File: src/rtl/ysyx_22050612_pkg.sv
// Shared constants for the ysyx_22050612 sequencing controller:
// state encoding, halt codes and the ebreak encoding.
package ysyx_22050612_pkg;

   localparam logic [2:0] StIdle   = 3'd0;
   localparam logic [2:0] StFetch  = 3'd1;
   localparam logic [2:0] StDecode = 3'd2;
   localparam logic [2:0] StExec   = 3'd3;
   localparam logic [2:0] StMem    = 3'd4;
   localparam logic [2:0] StWb     = 3'd5;
   localparam logic [2:0] StHalt   = 3'd6;

   localparam logic [1:0] HaltNone    = 2'd0;
   localparam logic [1:0] HaltEbreak  = 2'd1;
   localparam logic [1:0] HaltIllegal = 2'd2;
   localparam logic [1:0] HaltTimeout = 2'd3;

   localparam logic [31:0] EBREAK = 32'h00100073;

endpackage

File: src/rtl/ysyx_22050612_wait_timer.sv
// Bus wait counter: cleared on entry to a waiting state, counts ack-less cycles
// and flags expiry on the cycle the count would reach TIMEOUT without an ack.
module ysyx_22050612_wait_timer #(
   parameter int unsigned TIMEOUT = 255
) (
   input  logic clk,
   input  logic rst_n,
   input  logic clear,
   input  logic active,
   input  logic ack,
   output logic expired
);

   localparam logic [15:0] Limit = 16'(TIMEOUT - 1);

   logic [15:0] cnt_q, cnt_d;

   // An ack in the final cycle suppresses expiry.
   assign expired = active && !ack && (cnt_q == Limit);

   always_comb begin
      cnt_d = cnt_q;
      if (clear) begin
         cnt_d = 16'd0;
      end else if (active && !ack) begin
         cnt_d = cnt_q + 16'd1;
      end
   end

   always_ff @(posedge clk or negedge rst_n) begin
      if (!rst_n) begin
         cnt_q <= 16'd0;
      end else begin
         cnt_q <= cnt_d;
      end
   end

endmodule

File: src/rtl/ysyx_22050612_ctrl_fsm.sv
// Multi-cycle sequencing controller: fetch, decode, exec, optional mem, writeback,
// with halt on ebreak, illegal encoding or bus timeout.
module ysyx_22050612_ctrl_fsm
   import ysyx_22050612_pkg::*;
#(
   parameter int unsigned TIMEOUT = 255
) (
   input  logic        clk,
   input  logic        rst_n,
   input  logic        inst_ack,
   input  logic [31:0] inst_rdata,
   input  logic        dec_load,
   input  logic        dec_store,
   input  logic        dec_ebreak,
   input  logic        dec_illegal,
   input  logic        data_ack,
   output logic        inst_req,
   output logic [31:0] ir,
   output logic        data_req,
   output logic        data_we,
   output logic        reg_we,
   output logic        pc_we,
   output logic        halt,
   output logic [1:0]  halt_code,
   output logic [63:0] retired,
   output logic [2:0]  state
);

   logic [2:0]  state_q, state_d;
   logic [1:0]  code_q, code_d;
   logic [31:0] ir_q;
   logic [63:0] retired_q;
   logic        store_q;

   logic waiting;
   logic bus_ack;
   logic tmr_clear;
   logic expired;

   assign waiting   = (state_q == StFetch) || (state_q == StMem);
   assign bus_ack   = (state_q == StFetch) ? inst_ack : data_ack;
   assign tmr_clear = ((state_d == StFetch) && (state_q != StFetch)) ||
                      ((state_d == StMem) && (state_q != StMem));

   ysyx_22050612_wait_timer #(
      .TIMEOUT (TIMEOUT)
   ) u_wait_timer (
      .clk     (clk),
      .rst_n   (rst_n),
      .clear   (tmr_clear),
      .active  (waiting),
      .ack     (bus_ack),
      .expired (expired)
   );

   always_comb begin
      state_d = state_q;
      code_d  = code_q;
      case (state_q)
         StIdle: state_d = StFetch;
         StFetch: begin
            if (inst_ack) begin
               state_d = StDecode;
            end else if (expired) begin
               state_d = StHalt;
               code_d  = HaltTimeout;
            end
         end
         StDecode: begin
            if (dec_ebreak) begin
               state_d = StHalt;
               code_d  = HaltEbreak;
            end else if (dec_illegal) begin
               state_d = StHalt;
               code_d  = HaltIllegal;
            end else begin
               state_d = StExec;
            end
         end
         StExec: state_d = (dec_load || dec_store) ? StMem : StWb;
         StMem: begin
            if (data_ack) begin
               state_d = StWb;
            end else if (expired) begin
               state_d = StHalt;
               code_d  = HaltTimeout;
            end
         end
         StWb:   state_d = StFetch;
         StHalt: state_d = StHalt;
         default: begin
            state_d = StIdle;
            code_d  = HaltNone;
         end
      endcase
   end

   // The store class is latched in DECODE so that data_we/reg_we stay pure
   // functions of registered state; load+store together behaves as a store.
   always_ff @(posedge clk or negedge rst_n) begin
      if (!rst_n) begin
         state_q   <= StIdle;
         code_q    <= HaltNone;
         ir_q      <= 32'd0;
         retired_q <= 64'd0;
         store_q   <= 1'b0;
      end else begin
         state_q <= state_d;
         code_q  <= code_d;
         if ((state_q == StFetch) && inst_ack) begin
            ir_q <= inst_rdata;
         end
         if (state_q == StDecode) begin
            store_q <= dec_store;
         end
         if (state_q == StWb) begin
            retired_q <= retired_q + 64'd1;
         end
      end
   end

   assign inst_req  = (state_q == StFetch);
   assign data_req  = (state_q == StMem);
   assign data_we   = (state_q == StMem) && store_q;
   assign reg_we    = (state_q == StWb) && !store_q;
   assign pc_we     = (state_q == StWb);
   assign halt      = (state_q == StHalt);
   assign halt_code = code_q;
   assign ir        = ir_q;
   assign retired   = retired_q;
   assign state     = state_q;

endmodule

File: config.mk
export PLATFORM = sky130hd
export DESIGN_NAME = ysyx_22050612_ctrl_fsm
export DESIGN_NICKNAME = d
export VERILOG_FILES = /design/src/rtl/ysyx_22050612_pkg.sv /design/src/rtl/ysyx_22050612_wait_timer.sv /design/src/rtl/ysyx_22050612_ctrl_fsm.sv
export SDC_FILE = /design/constraint.sdc
export NUM_CORES = 1
export LEC_CHECK = 0
export ABC_CLOCK_PERIOD_IN_PS = 2500
export CAP_MARGIN = 30
export CORE_MARGIN = 3
export CORE_UTILIZATION = 25
export CTS_BUF_LIST = sky130_fd_sc_hd__clkbuf_8
export CTS_CLUSTER_DIAMETER = 100
export DETAILED_ROUTE_END_ITERATION = 8
export SYNTH_ARGS = -nofsm -noshare
export SYNTH_HDL_FRONTEND = slang
export SYNTH_SLANG_ARGS = --single-unit
export TNS_END_PERCENT = 10
File: constraint.sdc
create_clock -name clk -period 2.5 [get_ports clk]
set_input_delay 0.75 -clock clk [delete_from_list [all_inputs] [get_ports clk]]
set_output_delay 0.75 -clock clk [all_outputs]
set_load 0.02 [all_outputs]
# Yosys cells after proc, flatten, opt, wreduce, memory -nomap -nowiden
# Cells that the tools add are included.
[op_classes]
addsub = 2
n_eq_ne = 14
n_mux = 16
n_bitwise = 1
n_reduce_logical = 17
[op_table]
columns = ["cell", "n"]
rows = [
  ["adder 64 x 1 -> 64 bit, second input constant", 1],
  ["two-way mux 16 bit", 2],
  ["one-hot mux 3 bit (6 select lines)", 1],
  ["adder 16 x 1 -> 16 bit, second input constant", 1],
  ["equality test 16 x 8 -> 1 bit, second input constant", 1],
  ["two-way mux 3 bit", 5],
  ["equality test 3 bit, second input constant", 4],
  ["two-way mux 2 bit", 5],
  ["one-hot mux 2 bit (4 select lines)", 1],
  ["logical AND 1 bit", 7],
  ["equality test 3 x 1 -> 1 bit, second input constant", 2],
  ["equality test 3 x 2 -> 1 bit, second input constant", 2],
  ["inequality test 3 bit, second input constant", 2],
  ["inequality test 2 bit, second input constant", 2],
  ["AND reduction 4 bit", 1],
  ["OR reduction 4 bit", 1],
  ["logical NOT 3 bit", 1],
  ["logical OR 1 bit", 3],
  ["inequality test 3 x 1 -> 1 bit, second input constant", 1],
  ["logical NOT 1 bit", 2],
  ["two-way mux 1 bit", 2],
  ["nonzero test 2 bit", 1],
  ["OR reduction 2 bit", 1],
  ["NOT 1 bit", 1],
]
[totals]
reg_bits = 118
input_bits = 40
out_inout_bits = 107

# Longest topological paths before layout
# Gate-level depths: netlist of the first run.
[depth]
word_depth = 12
depth_mapped = 8
mapped_depth_nobuf = 7

# Modules after synthesis
# A second synthesis of the first run with hierarchy kept.
[unflattened]
cells_unflattened = 480
area_unflattened_um2 = 5470.2
[modules_own_cells]
columns = ["module", "instances", "cells_each", "area_per_inst_um2"]
rows = [
  ["ysyx_22050612_ctrl_fsm", 1, 390, 4620.7],
  ["ysyx_22050612_wait_timer", 1, 90, 849.6],
]

# Least setup slack after synthesis of the first run
# OpenSTA, ideal clock, no wires.
[synth_path]
path_type = "reg2reg"
from = "reg state_q[2] (netlist: state[2])"
to = "reg ir_q[10] (netlist: ir[10])"
setup_time_ns = 0.125
arrival_time_ns = 2.195
slack_ns = 0.180
stages_incl_launch_ff = 8
path_buffers = 3
period_less_slack_ns = 2.320
path_cell_list = "dfrtp_1 > buf_4 > or2b_1 > nor2_1 > and2_1 > clkbuf_1 > buf_2 > mux2_2"
[synth_between]
elab_chain_cells = 2
[synth_lines]
columns = ["element", "line", "source"]
rows = [
  ["start, declared", "ysyx_22050612_ctrl_fsm.sv:29", "logic [2:0] state_q, state_d;"],
  ["start signal, assigned", "ysyx_22050612_ctrl_fsm.sv:102", "state_q <= StIdle;"],
  ["start signal, assigned", "ysyx_22050612_ctrl_fsm.sv:108", "state_q <= state_d;"],
  ["equality test 3 x 1 -> 1 bit", "n/a", ""],
  ["via inst_req", "ysyx_22050612_ctrl_fsm.sv:17", "output logic inst_req,"],
  ["logical AND 1 bit", "ysyx_22050612_ctrl_fsm.sv:110", "if ((state_q == StFetch) && inst_ack) begin"],
  ["end signal, assigned", "ysyx_22050612_ctrl_fsm.sv:111", "ir_q <= inst_rdata;"],
  ["end, declared", "ysyx_22050612_ctrl_fsm.sv:31", "logic [31:0] ir_q;"],
]
# The timed path passes the listed nets, and every way through them passes these cells.
# A chain may end at the register's enable or synchronous reset.

# Worst setup path in the final report of the first run
[layout_path]
from = "reg state_q[2] (netlist: state[2])"
to = "out state[2]"
[layout_rtl]
columns = ["element", "line", "source"]
rows = [
  ["end, declared", "ysyx_22050612_ctrl_fsm.sv:26", "output logic [2:0] state"],
]
# No word-level cell between the ends.

==> impl_metrics.env, run 1 <==
export IMPL_ys_top_cells_by_area="dfrtp_1 54%, xnor2_1 7.3%, mux2_2 6.5%"
export IMPL_clockBufferDepth=2
export IMPL_portBuffers=146
export IMPL_synth_common_cells="118 x dfrtp_1, 46 x xnor2_1, 40 x nor2_1"
export IMPL_critical_path_required_ps=1750
export IMPL_synthCells=476
export IMPL_synth_top_area_share=0.536
export IMPL_static_leakage_power_nw=3.41
export IMPL_place_area_um2=7460
export IMPL_fillerInstances=2142
export IMPL_synth_nets=519
export IMPL_first_global_vias=4276
export IMPL_place_hpwl_um=10200
export IMPL_num_nets_final=697
export IMPL_grt_setup_unrepaired="no"
export IMPL_grt_overflow_total=0
export IMPL_final_max_slew_viol_count=0
export IMPL_grt_first_pass_wirelength_um=23100
export IMPL_antenna_diodes=0
export IMPL_slew_headroom=0.670
export IMPL_cp_peak_stage_delay_ps=660
export IMPL_timing_setup_critical_path_class="reg2out"
export IMPL_yosysTopAreaCell="dfrtp_1"
export IMPL_ys_warn_count=0
export IMPL_clk_root_buffer_cell="clkbuf_8"
export IMPL_timing_worst_slew_pin_value_ps=492
export IMPL_status="finished, final reports clean"
export IMPL_cp_arrival_ps=1590
export IMPL_placement_setup_worst_slack_ps=-230
export IMPL_whs_ps=235
export IMPL_final_layout_size_suffix_gt1_frac=0.171
export IMPL_critPathBufInv=1
export IMPL_placeableCoreArea_um2=21400
export IMPL_first_pass_iters=4
export IMPL_wirelength_um=13900
export IMPL_cts_htree_levels=4
export IMPL_cts_tree="built"
export IMPL_endpoint_kind="output pin"
export IMPL_critPathTopFamily="buffers and inverters"
export IMPL_routabilityCongestion=0.741
export IMPL_flow_area_growth_from_synthesis_pct=42.0
export IMPL_largest_vdd_supply_drop_v=0.000319
export IMPL_drc=0
export IMPL_worst_setup_path_start_kind="flip-flop"
export IMPL_async_flop_share=1.00
export IMPL_grt_use_total=0.121
export IMPL_cts_reportedPaths_clkPinSlew_ps=70
export IMPL_cp_cell_instances="clkdlybuf4s50_1"
export IMPL_cts_inserted_buffers=17
export IMPL_power_density_cell_area_nw_per_um2=834
export IMPL_seq_area_frac_synth=0.536
export IMPL_row_count=53
export IMPL_ys_types=48
export IMPL_critical_path_peak_fanout=13
export IMPL_clock_insertion_delay_worst_skew_ps=430
export IMPL_fmaxAchievable_mhz=427
export IMPL_vias=4136
export IMPL_cts_hold_repair_buffers=0
export IMPL_pin_count_of_the_biggest_net_entering_global_routing=50
export IMPL_die_area_um2=23800
export IMPL_finalClockSkew_ps=12.7
export IMPL_initial_utilization=0.258
export IMPL_overall_power_mw=6.52
export IMPL_max_cap_violations=0
export IMPL_post_route_cell_area_um2=7820
export IMPL_finalCritPeriodShare=0.937
export IMPL_postSynth_topFlopCell="dfrtp_1"
export IMPL_final_core_density=0.366
export IMPL_fin_setup_tns_ps=0
export IMPL_cp_slowest_cell="clkdlybuf4s50_1"
export IMPL_setup_violations=0
export IMPL_antenna_violations_before_repair=0
export IMPL_stdcell_count=942
export IMPL_finalWorstSetupSlack_ps=157
export IMPL_post_synth_cell_area_avg_um2=11.6
export IMPL_final_hold_viol_count=0
export IMPL_die_h_um=154
export IMPL_routed_wire_length_per_instance_um=14.8
export IMPL_synth_seq_cells=118
export IMPL_post_synth_design_cell_area_um2=5500
export IMPL_drt_iter0_markers=191
export IMPL_chip_width_um=154
export IMPL_finalCriticalPeriod_ps=2340
export IMPL_most_frequently_used_cell_type_in_the_post_synthesis_netlist="dfrtp_1"
export IMPL_design_portCount=147
export IMPL_cts_sinks=118
export IMPL_post_drt_via_cell_ratio=4.39
export IMPL_synth_edff_count=0
export IMPL_hold_path_class="in2async"
export IMPL_antenna_violating_nets_post_route=0
export IMPL_dpl_cell_count=910
what timing repair did:
item | 4_1_cts | 5_1_grt
gates cloned | 0 | 0
gates resized for setup | 10 | 7
buffers inserted | 0 | 0
setup endpoints to repair | 9 | 4
pin swaps | 0 | 0
cells by family (layout without fill, tap and decap cells):
| logic type | after synthesis | after routing | share of synthesized area |
|---|---|---|---|
| simple gates | 194 | 194 | 0.215 |
| mux | 32 | 32 | 0.0655 |
| fa+ha+maj | 3 | 3 | 0.00682 |
| compound gates | 25 | 25 | 0.0300 |
| xor+xnor | 78 | 78 | 0.124 |
| buf+inv | 26 | 217 | 0.0223 |
| flops | 118 | 118 | 0.536 |
report_power, final:
| group | switching, mW | internal [mW] |
|---|---|---|
| logic | 1.16 | 1.20 |
| registers | 0.245 | 2.27 |
| clock network | 0.773 | 0.873 |
state kept, by name, indices dropped and copies added, names as in the netlist:
name and flops:
u_wait_timer.cnt_q 16, ir 32, halt_code 2, state 3, store_q 1, retired 64
metal layers:
metal / vias to the layer above / wire, um / global-route usage / share of wire
li1: 2030 / - / - / -
met1: 2014 / 6580 / 0.158 / 0.47
met2: 82 / 6540 / 0.193 / 0.47
met3: 10 / 636 / 0.0355 / 0.046
met4: 0 / 159 / 0.0362 / 0.011
met5: - / 0 / 0 / 0
layout by cell type (no fill, tap or decap), drive strengths merged, types with 3 or more instances in the layout:
master / n
and3: 13
xor2: 32
xnor2: 46
dlygate4sd2: 4
mux2: 32
dfrtp: 118
clkinvlp: 3
a21oi: 6
clkdlybuf4s50: 137
nand4: 27
nor2: 41
o21ai: 6
nor3: 16
clkbuf: 24
nor4: 9
ha: 3
inv: 15
nand2: 32
buf: 28
clkinv: 4
nand3: 22
a211oi: 3
or2: 4
and4: 9
and2: 7
path summary, 6_finish.rpt:
path | slack, ps | to | start | cells past startpoint
min reg2reg | 470 | retired[63] | retired[63] | 1
max reg2reg | 200 | retired[31] | retired[13] | 5
max in group asynchronous | 1550 | ir[13] | rst_n | 2
max | 160 | state[2] | state[2] | 1
min | 230 | ir[23] | rst_n | 1
min in group clk | 470 | retired[63] | retired[63] | 1
cell type report:
type	count	area (um2)	share of cell area
clock buffer	21	289	0.0370
clock inverter	11	83.8	0.0107
inverter	12	45.0	0.00576
multi-input combinational	332	2430	0.311
sequential	118	2960	0.378
tap	275	344	0.0440
timing repair buffer	173	1670	0.214
Note: power is estimated with default switching activity, not from simulation.
==> run 2: changes to the inputs <==
--- a/config.mk
+++ b/config.mk
@@ -8,10 +8,13 @@
 export ABC_CLOCK_PERIOD_IN_PS = 2500
 export CAP_MARGIN = 30
 export CORE_MARGIN = 3
-export CORE_UTILIZATION = 25
+export CORE_UTILIZATION = 47
 export CTS_BUF_LIST = sky130_fd_sc_hd__clkbuf_8
 export CTS_CLUSTER_DIAMETER = 100
 export DETAILED_ROUTE_END_ITERATION = 8
+export PLACE_DENSITY = 0.78
+export SETUP_SLACK_MARGIN = 0.3
+export SKIP_LAST_GASP = 1
 export SYNTH_ARGS = -nofsm -noshare
 export SYNTH_HDL_FRONTEND = slang
 export SYNTH_SLANG_ARGS = --single-unit
==> run 2 against run 1 <==
Sequential power about the same; wire length decreased by 3.7%; via count increased by 4.3%; critical path depth increased by 5; sequential share of layout area increased by 0.41 points; power increased by 2.5%; fmax increased by 0.96%; register-to-register slack about the same; worst hold slack improved by 39 ps; clock skew decreased by 1.3 ps; utilization increased by 33 points; non-clock buffer count increased by 3.
==> impl_metrics.env, run 2 (same netlist as run 1, synthesis figures left out) <==
export IMPL_status="finished, final reports clean"
export IMPL_cts_hold_repair_buffers=0
export IMPL_cts_sinks=118
export IMPL_critical_path_required_ps=2820
export IMPL_num_nets_final=700
export IMPL_leading_cell_type_in_the_layout_fill_and_taps_excluded="clkdlybuf4s50_1"
export IMPL_chip_width_um=114
export IMPL_flow_area_growth_from_synthesis_pct=40.6
export IMPL_largest_vdd_supply_drop_v=0.000641
export IMPL_r2r_start="state[0]"
export IMPL_finalCritPeriodShare=0.928
export IMPL_antenna_violating_nets_post_route=0
export IMPL_fmaxAchievable_mhz=431
export IMPL_design_portCount=147
export IMPL_setup_violations=0
export IMPL_die_area_um2=13000
export IMPL_timing_worst_slew_pin_value_ps=464
export IMPL_cts_htree_levels=4
export IMPL_cp_peak_stage_delay_ps=540
export IMPL_cp_arrival_ps=2640
export IMPL_cts_tree="built"
export IMPL_post_drt_via_cell_ratio=5.33
export IMPL_endpoint_kind="flip-flop"
export IMPL_antenna_diodes=0
export IMPL_max_cap_violations=0
export IMPL_overall_power_mw=6.68
export IMPL_cts_reportedPaths_clkPinSlew_ps=70
export IMPL_place_hpwl_um=9940
export IMPL_first_global_vias=4460
export IMPL_finalCriticalPeriod_ps=2320
export IMPL_final_max_slew_viol_count=0
export IMPL_cts_inserted_buffers=17
export IMPL_final_layout_size_suffix_gt1_frac=0.197
export IMPL_number_of_flip_flops_in_the_largest_register=64
export IMPL_routed_wire_length_per_instance_um=16.6
export IMPL_drc=0
export IMPL_grt_setup_unrepaired="yes"
export IMPL_placeableCoreArea_um2=11100
export IMPL_grt_first_pass_wirelength_um=21900
export IMPL_timing_setup_critical_path_class="in2reg"
export IMPL_row_count=38
export IMPL_static_leakage_power_nw=3.48
export IMPL_slew_headroom=0.688
export IMPL_initial_utilization=0.495
export IMPL_cp_cell_instances="clkdlybuf4s50_1 > or3b_4 > a211o_1 > or4_4 > xor2_2 > nor2_2"
export IMPL_die_h_um=114
export IMPL_placement_setup_worst_slack_ps=-325
export IMPL_cp_slowest_cell="or4_4"
export IMPL_final_hold_viol_count=0
export IMPL_worst_setup_path_start_kind="primary input"
export IMPL_critPathBufInv=1
export IMPL_finalWorstSetupSlack_ps=179
export IMPL_routabilityCongestion=0.855
export IMPL_critPathLaunch="data_ack"
export IMPL_clock_insertion_delay_worst_skew_ps=430
export IMPL_whs_ps=274
export IMPL_finalClockSkew_ps=11.5
export IMPL_hold_path_class="in2async"
export IMPL_critPathTopFamily="simple AND/OR/NAND/NOR gates"
export IMPL_clk_root_buffer_cell="clkbuf_8"
export IMPL_clockBufferDepth=2
export IMPL_mostFrequentLayoutCells="132 x clkdlybuf4s50_1, 114 x dfrtp_1, 46 x xnor2_1"
export IMPL_power_density_cell_area_nw_per_um2=864
export IMPL_pin_count_of_the_biggest_net_entering_global_routing=38
export IMPL_grt_use_total=0.213
export IMPL_vias=4313
export IMPL_portBuffers=146
export IMPL_first_pass_iters=4
export IMPL_wirelength_um=13400
export IMPL_critical_path_peak_fanout=2
export IMPL_final_core_density=0.695
export IMPL_grt_overflow_total=0
export IMPL_drt_iter0_markers=206
export IMPL_antenna_violations_before_repair=0
## run 2: power breakdown
| part | total [mW] | internal (mW) | switching (mW) |
|---|---|---|---|
| Clock | 1.71 | 0.973 | 0.737 |
| Sequential | 2.54 | 2.28 | 0.260 |
| Combinational | 2.44 | 1.25 | 1.19 |
## run 2: per-layer routing
metal	vias to the layer above	part of all wire	global-route usage
met5	-	0	0
met4	0	0.016	0.0847
met3	19	0.061	0.0608
met2	121	0.51	0.356
met1	2151	0.41	0.259
li1	2022	-	-
## run 2: cell type report
type | count | area, um2
Timing Repair Buffer | 176 | 1710
Sequential cell | 118 | 2960
Multi-Input combinational cell | 332 | 2460
Inverter | 12 | 45.0
Fill cell | 850 | 3390
Clock inverter | 10 | 104
Clock buffer | 21 | 289
Tap cell | 140 | 175
## run 2: metrics by stage
stage	TNS [ps]	std cells	area, um2
finish	0	809	7740
floorplan	0	476	5510
CTS	0	802	7640
detailed placement	-2010	771	7260
global route	0	809	7740
global placement	-1350	771	7260
## run 2: final timing paths
check	to	slack [ps]	depth (start not counted)
max in group asynchronous	ir[16]	1610	2
min	u_wait_timer.cnt_q[13]	270	1
max	u_wait_timer.cnt_q[15]	180	6
min in group clk	retired[63]	480	1
min reg2reg	retired[63]	480	1
max reg2reg	u_wait_timer.cnt_q[15]	210	7
## run 2: worst register-to-register path, stage by stage (launching register included)
cell and delay, ps:
dfrtp_2 450, buf_4 150, buf_4 140, or3b_4 380
a211o_1 290, or4_4 540, xor2_2 190, nor2_2 40
## run 2: repair_timing
| item | in CTS | in global routing |
|---|---|---|
| gates resized for setup | 25 | 24 |
| pin swaps | 0 | 1 |
| buffers inserted | 0 | 7 |
| setup endpoints to repair | 84 | 136 |
| hold endpoints to repair | 0 | 0 |
